### config.mk
export PLATFORM = sky130hd
export DESIGN_NAME = pipeline_ctrl_flat
export DESIGN_NICKNAME = d
export VERILOG_FILES = /design/src/rtl/pipeline_ctrl_pkg.sv /design/src/rtl/pipeline_ctrl_if.sv /design/src/rtl/pipeline_ctrl_hazard_unit.sv /design/src/rtl/pipeline_ctrl.sv /design/src/flat_wrapper.sv
export SDC_FILE = /design/constraint.sdc
export NUM_CORES = 1
export LEC_CHECK = 0
export CAP_MARGIN = 20
export CORE_MARGIN = 1
export CORE_UTILIZATION = 60
export DETAILED_ROUTE_END_ITERATION = 10
export DONT_BUFFER_PORTS = 1
export PLACE_DENSITY = 0.83
export SLEW_MARGIN = 15
export SYNTH_ARGS = -nofsm -noshare
export SYNTH_HDL_FRONTEND = slang
export SYNTH_SLANG_ARGS = --single-unit
export TNS_END_PERCENT = 5
### constraint.sdc
create_clock -name clk -period 3 [get_ports clk]
set_input_delay 0.6 -clock clk [delete_from_list [all_inputs] [get_ports clk]]
set_output_delay 0.6 -clock clk [all_outputs]
set_load 0.02 [all_outputs]
### src/rtl/pipeline_ctrl_pkg.sv
// ---------------------------------------------------------------------------
// pipeline_ctrl_pkg
// Shared definitions for the pipeline stall/flush scheduler:
//   - L_OP          : RV32I load opcode, used for load-use detection
//   - pctrl_state_e : scheduler FSM state (2-bit)
//   - STALL_*       : bit indices into stall_o
// No ports (package).
// ---------------------------------------------------------------------------
package pipeline_ctrl_pkg;

    localparam logic [6:0] L_OP = 7'b0000011;

    typedef enum logic [1:0] {
        PCTRL_RUN      = 2'd0,
        PCTRL_REDIRECT = 2'd1,
        PCTRL_MEM_WAIT = 2'd2
    } pctrl_state_e;

    localparam int STALL_PC     = 0;
    localparam int STALL_IF_ID  = 1;
    localparam int STALL_ID_EX  = 2;
    localparam int STALL_EX_MEM = 3;
    localparam int STALL_MEM_WB = 4;

endpackage

### src/rtl/pipeline_ctrl_if.sv
// ---------------------------------------------------------------------------
// pipeline_ctrl_if
// Bundles every pipeline-side signal of pipeline_ctrl (everything except
// clk/rst). The slave modport is the scheduler; the master modport is the
// pipeline datapath that feeds it and obeys its stall/flush/redirect outputs.
// Signals are level-sampled every clock; there is no valid/ready handshake:
// each output is a per-cycle command that applies in the cycle it is high.
// Optional macro PIPE_CTRL_PERF_EN adds three 32-bit performance counters.
// ---------------------------------------------------------------------------
interface pipeline_ctrl_if #(
    parameter int ADDR_W = 32,
    parameter int REG_AW = 5
);
    logic              rdy;
    logic              id_reg1_read_i;
    logic [REG_AW-1:0] id_reg1_addr_i;
    logic              id_reg2_read_i;
    logic [REG_AW-1:0] id_reg2_addr_i;
    logic              id_branch_en_i;
    logic [ADDR_W-1:0] id_branch_addr_i;
    logic [6:0]        exe_op_i;
    logic              exe_wreg_i;
    logic [REG_AW-1:0] exe_wd_i;
    logic              if_busy_i;
    logic              mem_busy_i;
    logic [4:0]        stall_o;
    logic              bubble_id_ex_o;
    logic              flush_if_id_o;
    logic              pc_redirect_o;
    logic [ADDR_W-1:0] pc_target_o;
`ifdef PIPE_CTRL_PERF_EN
    logic [31:0]       perf_stall_cnt_o;
    logic [31:0]       perf_flush_cnt_o;
    logic [31:0]       perf_lu_cnt_o;
`endif

    modport slave (
        input  rdy, id_reg1_read_i, id_reg1_addr_i, id_reg2_read_i, id_reg2_addr_i,
        input  id_branch_en_i, id_branch_addr_i, exe_op_i, exe_wreg_i, exe_wd_i,
        input  if_busy_i, mem_busy_i,
`ifdef PIPE_CTRL_PERF_EN
        output perf_stall_cnt_o, perf_flush_cnt_o, perf_lu_cnt_o,
`endif
        output stall_o, bubble_id_ex_o, flush_if_id_o, pc_redirect_o, pc_target_o
    );

    modport master (
        output rdy, id_reg1_read_i, id_reg1_addr_i, id_reg2_read_i, id_reg2_addr_i,
        output id_branch_en_i, id_branch_addr_i, exe_op_i, exe_wreg_i, exe_wd_i,
        output if_busy_i, mem_busy_i,
`ifdef PIPE_CTRL_PERF_EN
        input  perf_stall_cnt_o, perf_flush_cnt_o, perf_lu_cnt_o,
`endif
        input  stall_o, bubble_id_ex_o, flush_if_id_o, pc_redirect_o, pc_target_o
    );
endinterface

### src/rtl/pipeline_ctrl_hazard_unit.sv
// ---------------------------------------------------------------------------
// pipeline_ctrl_hazard_unit
// Combinational load-use detector: high when the instruction in EX is a load
// writing a non-x0 register that the instruction in ID reads.
// Ports:
//   reg1_read/reg1_addr, reg2_read/reg2_addr : ID source operands
//   exe_op, exe_wreg, exe_wd                 : EX opcode / write enable / rd
//   load_use                                 : hazard detected
// ---------------------------------------------------------------------------
module pipeline_ctrl_hazard_unit
    import pipeline_ctrl_pkg::*;
#(
    parameter int REG_AW = 5
) (
    input  logic              reg1_read,
    input  logic [REG_AW-1:0] reg1_addr,
    input  logic              reg2_read,
    input  logic [REG_AW-1:0] reg2_addr,
    input  logic [6:0]        exe_op,
    input  logic              exe_wreg,
    input  logic [REG_AW-1:0] exe_wd,
    output logic              load_use
);
    // x0 is hardwired to zero, so a load targeting it never creates a hazard.
    assign load_use = exe_wreg && (exe_op == L_OP) && (exe_wd != '0) &&
                      ((reg1_read && (reg1_addr == exe_wd)) ||
                       (reg2_read && (reg2_addr == exe_wd)));
endmodule

### src/rtl/pipeline_ctrl.sv
// ---------------------------------------------------------------------------
// pipeline_ctrl
// Stall/flush scheduler for the 5-stage RV32I pipeline.
// Ports:
//   clk          : clock
//   rst          : synchronous active-low reset
//   pif (slave)  : pipeline signals (rdy, ID operands/branch, EX load info,
//                  fetch/mem busy in; stall_o, bubble, flush, redirect,
//                  target out)
//   dbg_state_o  : current FSM state, for observation only
// Outputs are Mealy (combinational in state and inputs) so every hazard
// takes effect in the cycle it is detected.
// Optional macro PIPE_CTRL_PERF_EN adds stall/flush/load-use counters.
// ---------------------------------------------------------------------------
module pipeline_ctrl
    import pipeline_ctrl_pkg::*;
#(
    parameter int ADDR_W = 32,
    parameter int REG_AW = 5
) (
    input  logic           clk,
    input  logic           rst,
    pipeline_ctrl_if.slave pif,
    output pctrl_state_e   dbg_state_o
);
    pctrl_state_e      state, state_nx;
    logic [ADDR_W-1:0] target_q;
    logic              load_use;
    logic              take_branch;

    pipeline_ctrl_hazard_unit #(.REG_AW(REG_AW)) u_hazard (
        .reg1_read (pif.id_reg1_read_i),
        .reg1_addr (pif.id_reg1_addr_i),
        .reg2_read (pif.id_reg2_read_i),
        .reg2_addr (pif.id_reg2_addr_i),
        .exe_op    (pif.exe_op_i),
        .exe_wreg  (pif.exe_wreg_i),
        .exe_wd    (pif.exe_wd_i),
        .load_use  (load_use)
    );

    // A branch is accepted only outside REDIRECT, and loses to both a busy
    // memory stage and a load-use hazard (ID re-presents it later).
    assign take_branch = (state != PCTRL_REDIRECT) && !pif.mem_busy_i &&
                         !load_use && pif.id_branch_en_i;

    assign dbg_state_o = state;

    // State and target register; rdy low freezes both.
    always_ff @(posedge clk) begin
        if (!rst) begin
            state    <= PCTRL_RUN;
            target_q <= '0;
        end else if (pif.rdy) begin
            state <= state_nx;
            if (take_branch) target_q <= pif.id_branch_addr_i;
        end
    end

    // Next-state logic. MEM_WAIT with mem_busy low falls straight into the
    // RUN rules, so both states share one branch of the case.
    always_comb begin
        state_nx = state;
        case (state)
            PCTRL_RUN, PCTRL_MEM_WAIT: begin
                if (pif.mem_busy_i)  state_nx = PCTRL_MEM_WAIT;
                else if (take_branch) state_nx = pif.if_busy_i ? PCTRL_REDIRECT : PCTRL_RUN;
                else                  state_nx = PCTRL_RUN;
            end
            PCTRL_REDIRECT: begin
                if (!pif.if_busy_i) state_nx = pif.mem_busy_i ? PCTRL_MEM_WAIT : PCTRL_RUN;
            end
            default: state_nx = PCTRL_RUN;
        endcase
    end

    // Output logic.
    always_comb begin
        pif.stall_o        = '0;
        pif.bubble_id_ex_o = 1'b0;
        pif.flush_if_id_o  = 1'b0;
        pif.pc_redirect_o  = 1'b0;
        pif.pc_target_o    = target_q;
        if (!rst) begin
            pif.pc_target_o = '0;
        end else if (!pif.rdy) begin
            pif.stall_o = '1;
        end else begin
            case (state)
                PCTRL_RUN, PCTRL_MEM_WAIT: begin
                    if (pif.mem_busy_i) begin
                        pif.stall_o[STALL_PC]     = 1'b1;
                        pif.stall_o[STALL_IF_ID]  = 1'b1;
                        pif.stall_o[STALL_ID_EX]  = 1'b1;
                        pif.stall_o[STALL_EX_MEM] = 1'b1;
                    end else if (load_use) begin
                        pif.stall_o[STALL_PC]    = 1'b1;
                        pif.stall_o[STALL_IF_ID] = 1'b1;
                        pif.bubble_id_ex_o       = 1'b1;
                    end else if (take_branch) begin
                        pif.pc_redirect_o = 1'b1;
                        pif.flush_if_id_o = 1'b1;
                        // Bypass so the PC sees the target in the same cycle.
                        pif.pc_target_o   = pif.id_branch_addr_i;
                    end
                end
                PCTRL_REDIRECT: begin
                    pif.stall_o[STALL_PC]    = 1'b1;
                    pif.stall_o[STALL_IF_ID] = 1'b1;
                    if (pif.mem_busy_i) begin
                        pif.stall_o[STALL_ID_EX]  = 1'b1;
                        pif.stall_o[STALL_EX_MEM] = 1'b1;
                    end
                    // The stale fetch returns this cycle; drop it.
                    pif.flush_if_id_o = !pif.if_busy_i;
                end
                default: pif.stall_o[STALL_MEM_WB] = 1'b0;
            endcase
        end
    end

`ifdef PIPE_CTRL_PERF_EN
    logic [31:0] stall_cnt, flush_cnt, lu_cnt;

    always_ff @(posedge clk) begin
        if (!rst) begin
            stall_cnt <= '0;
            flush_cnt <= '0;
            lu_cnt    <= '0;
        end else begin
            if (pif.rdy && pif.stall_o[STALL_PC]) stall_cnt <= stall_cnt + 32'd1;
            if (pif.flush_if_id_o)                flush_cnt <= flush_cnt + 32'd1;
            if (pif.bubble_id_ex_o)               lu_cnt    <= lu_cnt + 32'd1;
        end
    end

    assign pif.perf_stall_cnt_o = stall_cnt;
    assign pif.perf_flush_cnt_o = flush_cnt;
    assign pif.perf_lu_cnt_o    = lu_cnt;
`endif

endmodule

### src/flat_wrapper.sv
// flat-port wrapper written by rule: the top's interface ports become plain ports
module pipeline_ctrl_flat import pipeline_ctrl_pkg::*;
#(
    parameter int ADDR_W = 32,
    parameter int REG_AW = 5
)
  (clk, rst, dbg_state_o, pif_rdy, pif_id_reg1_read_i, pif_id_reg1_addr_i, pif_id_reg2_read_i, pif_id_reg2_addr_i, pif_id_branch_en_i, pif_id_branch_addr_i, pif_exe_op_i, pif_exe_wreg_i, pif_exe_wd_i, pif_if_busy_i, pif_mem_busy_i, pif_stall_o, pif_bubble_id_ex_o, pif_flush_if_id_o, pif_pc_redirect_o, pif_pc_target_o);
  pipeline_ctrl_if #(.ADDR_W(ADDR_W), .REG_AW(REG_AW)) pif_i ();
  input  logic clk;
  input  logic rst;
  output pctrl_state_e dbg_state_o;
  input wire logic [$bits(pif_i.rdy)-1:0] pif_rdy;
  input wire logic [$bits(pif_i.id_reg1_read_i)-1:0] pif_id_reg1_read_i;
  input wire logic [$bits(pif_i.id_reg1_addr_i)-1:0] pif_id_reg1_addr_i;
  input wire logic [$bits(pif_i.id_reg2_read_i)-1:0] pif_id_reg2_read_i;
  input wire logic [$bits(pif_i.id_reg2_addr_i)-1:0] pif_id_reg2_addr_i;
  input wire logic [$bits(pif_i.id_branch_en_i)-1:0] pif_id_branch_en_i;
  input wire logic [$bits(pif_i.id_branch_addr_i)-1:0] pif_id_branch_addr_i;
  input wire logic [$bits(pif_i.exe_op_i)-1:0] pif_exe_op_i;
  input wire logic [$bits(pif_i.exe_wreg_i)-1:0] pif_exe_wreg_i;
  input wire logic [$bits(pif_i.exe_wd_i)-1:0] pif_exe_wd_i;
  input wire logic [$bits(pif_i.if_busy_i)-1:0] pif_if_busy_i;
  input wire logic [$bits(pif_i.mem_busy_i)-1:0] pif_mem_busy_i;
  output wire logic [$bits(pif_i.stall_o)-1:0] pif_stall_o;
  output wire logic [$bits(pif_i.bubble_id_ex_o)-1:0] pif_bubble_id_ex_o;
  output wire logic [$bits(pif_i.flush_if_id_o)-1:0] pif_flush_if_id_o;
  output wire logic [$bits(pif_i.pc_redirect_o)-1:0] pif_pc_redirect_o;
  output wire logic [$bits(pif_i.pc_target_o)-1:0] pif_pc_target_o;
  assign pif_i.rdy = pif_rdy;
  assign pif_i.id_reg1_read_i = pif_id_reg1_read_i;
  assign pif_i.id_reg1_addr_i = pif_id_reg1_addr_i;
  assign pif_i.id_reg2_read_i = pif_id_reg2_read_i;
  assign pif_i.id_reg2_addr_i = pif_id_reg2_addr_i;
  assign pif_i.id_branch_en_i = pif_id_branch_en_i;
  assign pif_i.id_branch_addr_i = pif_id_branch_addr_i;
  assign pif_i.exe_op_i = pif_exe_op_i;
  assign pif_i.exe_wreg_i = pif_exe_wreg_i;
  assign pif_i.exe_wd_i = pif_exe_wd_i;
  assign pif_i.if_busy_i = pif_if_busy_i;
  assign pif_i.mem_busy_i = pif_mem_busy_i;
  assign pif_stall_o = pif_i.stall_o;
  assign pif_bubble_id_ex_o = pif_i.bubble_id_ex_o;
  assign pif_flush_if_id_o = pif_i.flush_if_id_o;
  assign pif_pc_redirect_o = pif_i.pc_redirect_o;
  assign pif_pc_target_o = pif_i.pc_target_o;
  pipeline_ctrl #(.ADDR_W(ADDR_W), .REG_AW(REG_AW)) u_core (.clk(clk), .rst(rst), .pif(pif_i), .dbg_state_o(dbg_state_o));
endmodule
# == After elaboration in Yosys (flattened, before gate mapping) ==
# Cells that the tools add are included.
# totals
reg_bits,34
# classes
eq_ne,7
muxes,32
reduce_logical,16
# op_table
op,n
2-to-1 mux 32 bit,6
2-to-1 mux 1 bit,14
2-to-1 mux 2 bit,7
equality test 5 bit,2
2-to-1 mux 5 bit,2
logical AND 1 bit,8
case mux 4 bit (2 select lines),1
"equality test 7 x 2 -> 1 bit, second input constant",1
nonzero test 5 bit,1
case mux 2 bit (2 select lines),1
zero test 1 bit,3
"equality test 2 x 1 -> 1 bit, second input constant",1
"equality test 2 bit, second input constant",1
zero test 2 bit,1
"inequality test 2 x 1 -> 1 bit, second input constant",1
"inequality test 2 bit, second input constant",1
case mux 1 bit (2 select lines),1
AND reduction 2 bit,1
OR reduction 2 bit,1
logical OR 1 bit,1

# == Logic depth before layout (Yosys ltp) ==
# logic_depth
word_depth,13
ltp_mapped,7
mapped_depth_nobuf,5

# == Cells and area by module ==
# A second synthesis with hierarchy kept.
# unflattened
cells_unflattened,224
area_unflattened_um2,2052.0
# modules_own_cells
module,instances,cells_each,area_each_um2,seq_area_each_um2
pipeline_ctrl,1,204,1899.3,680.7
pipeline_ctrl_hazard_unit,1,20,152.6,0.0

# == Worst setup path after synthesis ==
# Ideal clock, no wire load.
# synth_path
kind,input-to-output
startpoint,in pif_exe_wd_i[3]
endpoint,out pif_pc_target_o[30]
n_path_buf,2
path_slack_ps,245
cell_stages,7
arrival_ps,2155
path_cell_list,xor2_1 -> nor4_1 -> a32oi_1 -> o2111a_1 -> buf_4 -> buf_6 -> o22ai_1
# synth_between
elab_chain_len,13
elab_cells_between_ends,17
cone_classes,2 x eq/ne; 6 x mux; 9 x reduce/logical
# synth_rtl
item,line,text
start: declaration,flat_wrapper.sv:21,input wire logic [$bits(pif_i.exe_wd_i)-1:0] pif_exe_wd_i;
"equality test 5 bit, on equally long branches","pipeline_ctrl_hazard_unit.sv:26, pipeline_ctrl_hazard_unit.sv:27",
"logical AND 1 bit, on equally long branches","pipeline_ctrl_hazard_unit.sv:26, pipeline_ctrl_hazard_unit.sv:27",
logical OR 1 bit,pipeline_ctrl_hazard_unit.sv:26,((reg1_read && (reg1_addr == exe_wd)) ||
logical AND 1 bit (*),pipeline_ctrl_hazard_unit.sv:25,assign load_use = exe_wreg && (exe_op == L_OP) && (exe_wd != '0) &&
zero test 1 bit,pipeline_ctrl.sv:45,!load_use && pif.id_branch_en_i;
logical AND 1 bit,pipeline_ctrl.sv:44,assign take_branch = (state != PCTRL_REDIRECT) && !pif.mem_busy_i &&
logical AND 1 bit,pipeline_ctrl.sv:45,
2-to-1 mux 32 bit,pipeline_ctrl.sv:100,end else if (take_branch) begin
2-to-1 mux 32 bit (*),pipeline_ctrl.sv:96,end else if (load_use) begin
2-to-1 mux 32 bit (*),pipeline_ctrl.sv:91,if (pif.mem_busy_i) begin
2-to-1 mux 32 bit (*),pipeline_ctrl.sv:89,case (state)
2-to-1 mux 32 bit (*),pipeline_ctrl.sv:86,end else if (!pif.rdy) begin
2-to-1 mux 32 bit (*),pipeline_ctrl.sv:84,if (!rst) begin
end: declaration,flat_wrapper.sv:28,output wire logic [$bits(pif_i.pc_target_o)-1:0] pif_pc_target_o;
# Mark *: on every way between the ends. The rest lies on a longest branch, timed or not.

# == Final worst setup path ==
# layout_path
startpoint,in pif_exe_wd_i[1]
endpoint,out pif_pc_target_o[5]
# Same word-level chain as after synthesis.

==> impl_results.rst <==
.. list-table::
   :header-rows: 1

   * - Metric
     - Value
   * - Final design area excluding fillers
     - 2360 um2
   * - Worst-Skew Late Latency
     - between 0.3 and 0.4 ns
   * - Overall overflow remaining after global route
     - 0
   * - Final estimated routing congestion in global placement
     - 0.725
   * - Reg-to-reg endpoint
     - u_core.target_q[8]
   * - Post-layout total power
     - between 0.8 and 0.9 mW
   * - Height of the die
     - 60.4 um
   * - Initial core utilization
     - 65.0%
   * - Cell-by-cell trace of the critical path
     - or4_4 > o211ai_4 > buf_4 > o211ai_1 > buf_12 > o22ai_1 > buf_4
   * - Simple logic cell fraction of the synthesized area
     - 18.1%
   * - Leak Pwr
     - 1.25 nW
   * - Final standard cell count with taps included and fillers excluded
     - 330
   * - Highest-delay cell along the critical path
     - or4_4
   * - CTS Root Cell
     - clkbuf_4
   * - Total routing resource utilization after global routing
     - 25.0%
   * - DRT Pass-1 Iters
     - 4
   * - Post-place instance area
     - around 2300 um2
   * - Run status
     - finished clean
   * - Total number of clock tree sinks
     - 34
   * - Part of the Yosys area used for sequential elements
     - 33.2%
   * - Vias post-DR
     - 1844
   * - Global-route wire length before repair
     - 6820 um
   * - WP data required
     - 2.40 ns
   * - Die area
     - 3650 um2
   * - Total of hold buffers inserted after clock tree synthesis
     - 0
   * - Number of routed nets with antenna violations
     - 0
   * - Avg WL per Cell
     - around 14 um
   * - IO Count
     - 105
   * - Worst hold slack
     - 0.402 ns
   * - Count of final hold-check violations
     - 0
   * - RSZ-0062 raised after global routing
     - false
   * - Count of flip-flops with a built-in enable after synthesis
     - 0
   * - Number of max-capacitance violations reported
     - 0
   * - Core Rows
     - 20
   * - Num CTS Buffers
     - 5
   * - Worst stage delay on the critical path
     - 0.53 ns
   * - DR vias/cell
     - between 5 and 6
   * - Vias in the first global route
     - between 1500 and 2000
   * - Setup slack at placement
     - around 0.19 ns
   * - Syn-to-layout area delta
     - 15.0%
   * - Die Span X
     - 60.4 um
   * - Worst VDD drop
     - 0.314 mV
   * - Async set-reset flop share out of synthesis
     - 0%
   * - Number of placed instances, taps included
     - 324
   * - Hold path startpoint
     - pif_id_branch_addr_i[9]
   * - Clock-pin slew of the registers on the worst-case setup and hold paths
     - 0.10 ns
   * - DRC violations left
     - 0
   * - Maximum buffer depth of the clock tree
     - 2
   * - Worst reg2reg path depth
     - 4
   * - Combinational family with the most area after synthesis
     - simple AND/OR/NAND/NOR gates
   * - Crit path top cell by count
     - buf_4
   * - Fin. max-slew vios
     - 0
   * - Count of state elements after synthesis
     - 34
   * - Synthesized net count
     - 323
   * - Family of cells with the greatest summed delay on the critical path
     - buffers and inverters
   * - Deepest level of the CTS H-tree
     - 2
   * - Gates resized, CTS repair
     - 0
   * - Period minus WS final
     - 2.81 ns
   * - Post-synthesis compound-gate area fraction
     - 15.6%
   * - Final sum of negative setup slack
     - 0 ns
   * - Signal arrival time at the worst endpoint
     - between 2 and 2.5 ns
   * - P per Cell Area
     - about 360 nW/um2
   * - Worst setup startpoint
     - pif_exe_wd_i[1]
   * - Worst min-delay path category
     - in -> reg
   * - Post-CTS repair timing setup buffer count
     - 0
   * - CP bufs+invs
     - 3
   * - Total number of nets in the final design
     - 350
   * - Detailed-route wire length
     - 4490 um
   * - Internal reg-to-reg setup slack
     - about 1.4 ns
   * - Yosys Warn Count
     - 0
   * - Most frequent cells after synthesis
     - nand2_1, dfxtp_1, mux2i_1
   * - Largest net degree at the start of global routing
     - 72
   * - Netlist area before placement
     - 2050 um2
   * - Synthesized netlist cell count
     - 260
   * - Initial antenna violation count
     - 0
   * - TritonCTS clock tree
     - done
   * - Synth top area cells
     - dfxtp_1, mux2i_1, nand2_1, o22ai_1, inv_1
   * - Final setup violation count
     - 0
   * - Final HPWL DP
     - 3350 um
   * - Final standard cell utilization of the core
     - approximately three quarters
   * - Setup slack of the critical path after layout
     - approximately 0.19 ns
   * - Worst min-delay path endpoint
     - u_core.target_q[9]
   * - Initial DRC count
     - 59
   * - Largest area contributor in the netlist
     - dfxtp_1
   * - Fraction of final layout cells sized beyond drive strength 1
     - 17.8%
   * - Area of the placeable core
     - ~3200 um2
   * - Number of different library cells in the post-synthesis netlist
     - 32
   * - Synth Area per Inst
     - 7.88 um2
   * - Crit Path Max Fanout
     - 23
   * - Max Clock Skew
     - 0.00858 ns
   * - Dominant synthesized flop cell
     - dfxtp_1
   * - Dominant cell by count in the synthesized netlist
     - nand2_1
   * - Top-area cell type share of the netlist area
     - between 30% and 40%
   * - Portion of the clock cycle consumed by the worst path in the final layout
     - 93.8%
   * - Instance count along the most critical hold path
     - 2
   * - CP Capture Type
     - primary output
   * - Worst slew pin tran
     - 0.543 ns
   * - Critical Setup Path Class
     - in -> out
   * - Synthesized-area fraction occupied by adder cells
     - 0%
   * - Highest Clock Rate
     - 355 MHz
   * - Post-synthesis mux area share
     - 16.6%
   * - Startpoint type of the worst setup path
     - input pin
   * - Post-synthesis xor/xnor area fraction
     - under 10%
   * - Number of inserted diodes
     - 0
   * - Quantity of I/O buffers inserted on ports
     - 0
   * - Reg2reg start
     - u_core.dbg_state_o[1]
   * - Max-slew headroom at the worst pin
     - 63.8%
## cell families (layout without fill, tap and decap cells)
| group | count (synthesis) | count (layout) |
|---|---|---|
| buf+inv | 53 | 79 |
| compound gates | 43 | 43 |
| mux | 34 | 34 |
| simple gates | 86 | 86 |
| flops | 34 | 34 |
| xor+xnor | 10 | 10 |
## flip-flops by register name (all words and copies together), names as in the netlist
name / flops
u_core.target_q: 32
u_core.dbg_state_o: 2
## metal layers
layer	GRT usage, %	part of all wire, %
met5	0	0
met4	10.1	2.1
met3	8.74	9.6
met1	26.3	41
met2	45.5	47
## cells in the final DEF, fill, tap and decap left out, drive strengths merged, types with 2 or more instances in the layout
cell type	instances
mux2i	34
inv	32
nand2	69
nor4	3
a21boi	2
o22ai	30
buf	41
o211ai	3
xnor2	2
xor2	8
nand3	2
nand2b	3
nor2b	2
a21oi	2
clkbuf	6
dfxtp	34
## layout make-up
type,count,area [um2]
Multi-Input combinational cell,173,1120
Fill cell,245,796
Sequential cell,34,681
Timing Repair Buffer,41,333
Inverter,32,120
Tap cell,44,55.1
Clock buffer,6,51.3
## worst max-delay path by stage
stage / cells past startpoint / to / slack [ns]
4_1_cts: 7 / pif_pc_target_o[5] / 0.18
3_3_place_gp: 7 / pif_pc_target_o[22] / 0.21
5_1_grt: 8 / pif_pc_target_o[5] / 0.08
2_1_floorplan: 7 / pif_pc_target_o[30] / 0.24
6_report: 7 / pif_pc_target_o[5] / 0.19
3_5_place_dp: 7 / pif_pc_target_o[5] / 0.19
## power by group
group | internal (mW) | switching [mW] | total [mW] | leakage, nW
clock | 0.106 | 0.134 | 0.240 | 0.0302
sequential | 0.467 | 0.00751 | 0.475 | 0.276
combinational | 0.0641 | 0.0772 | 0.141 | 0.945
No activity file was read; power rests on OpenSTA's default activity.
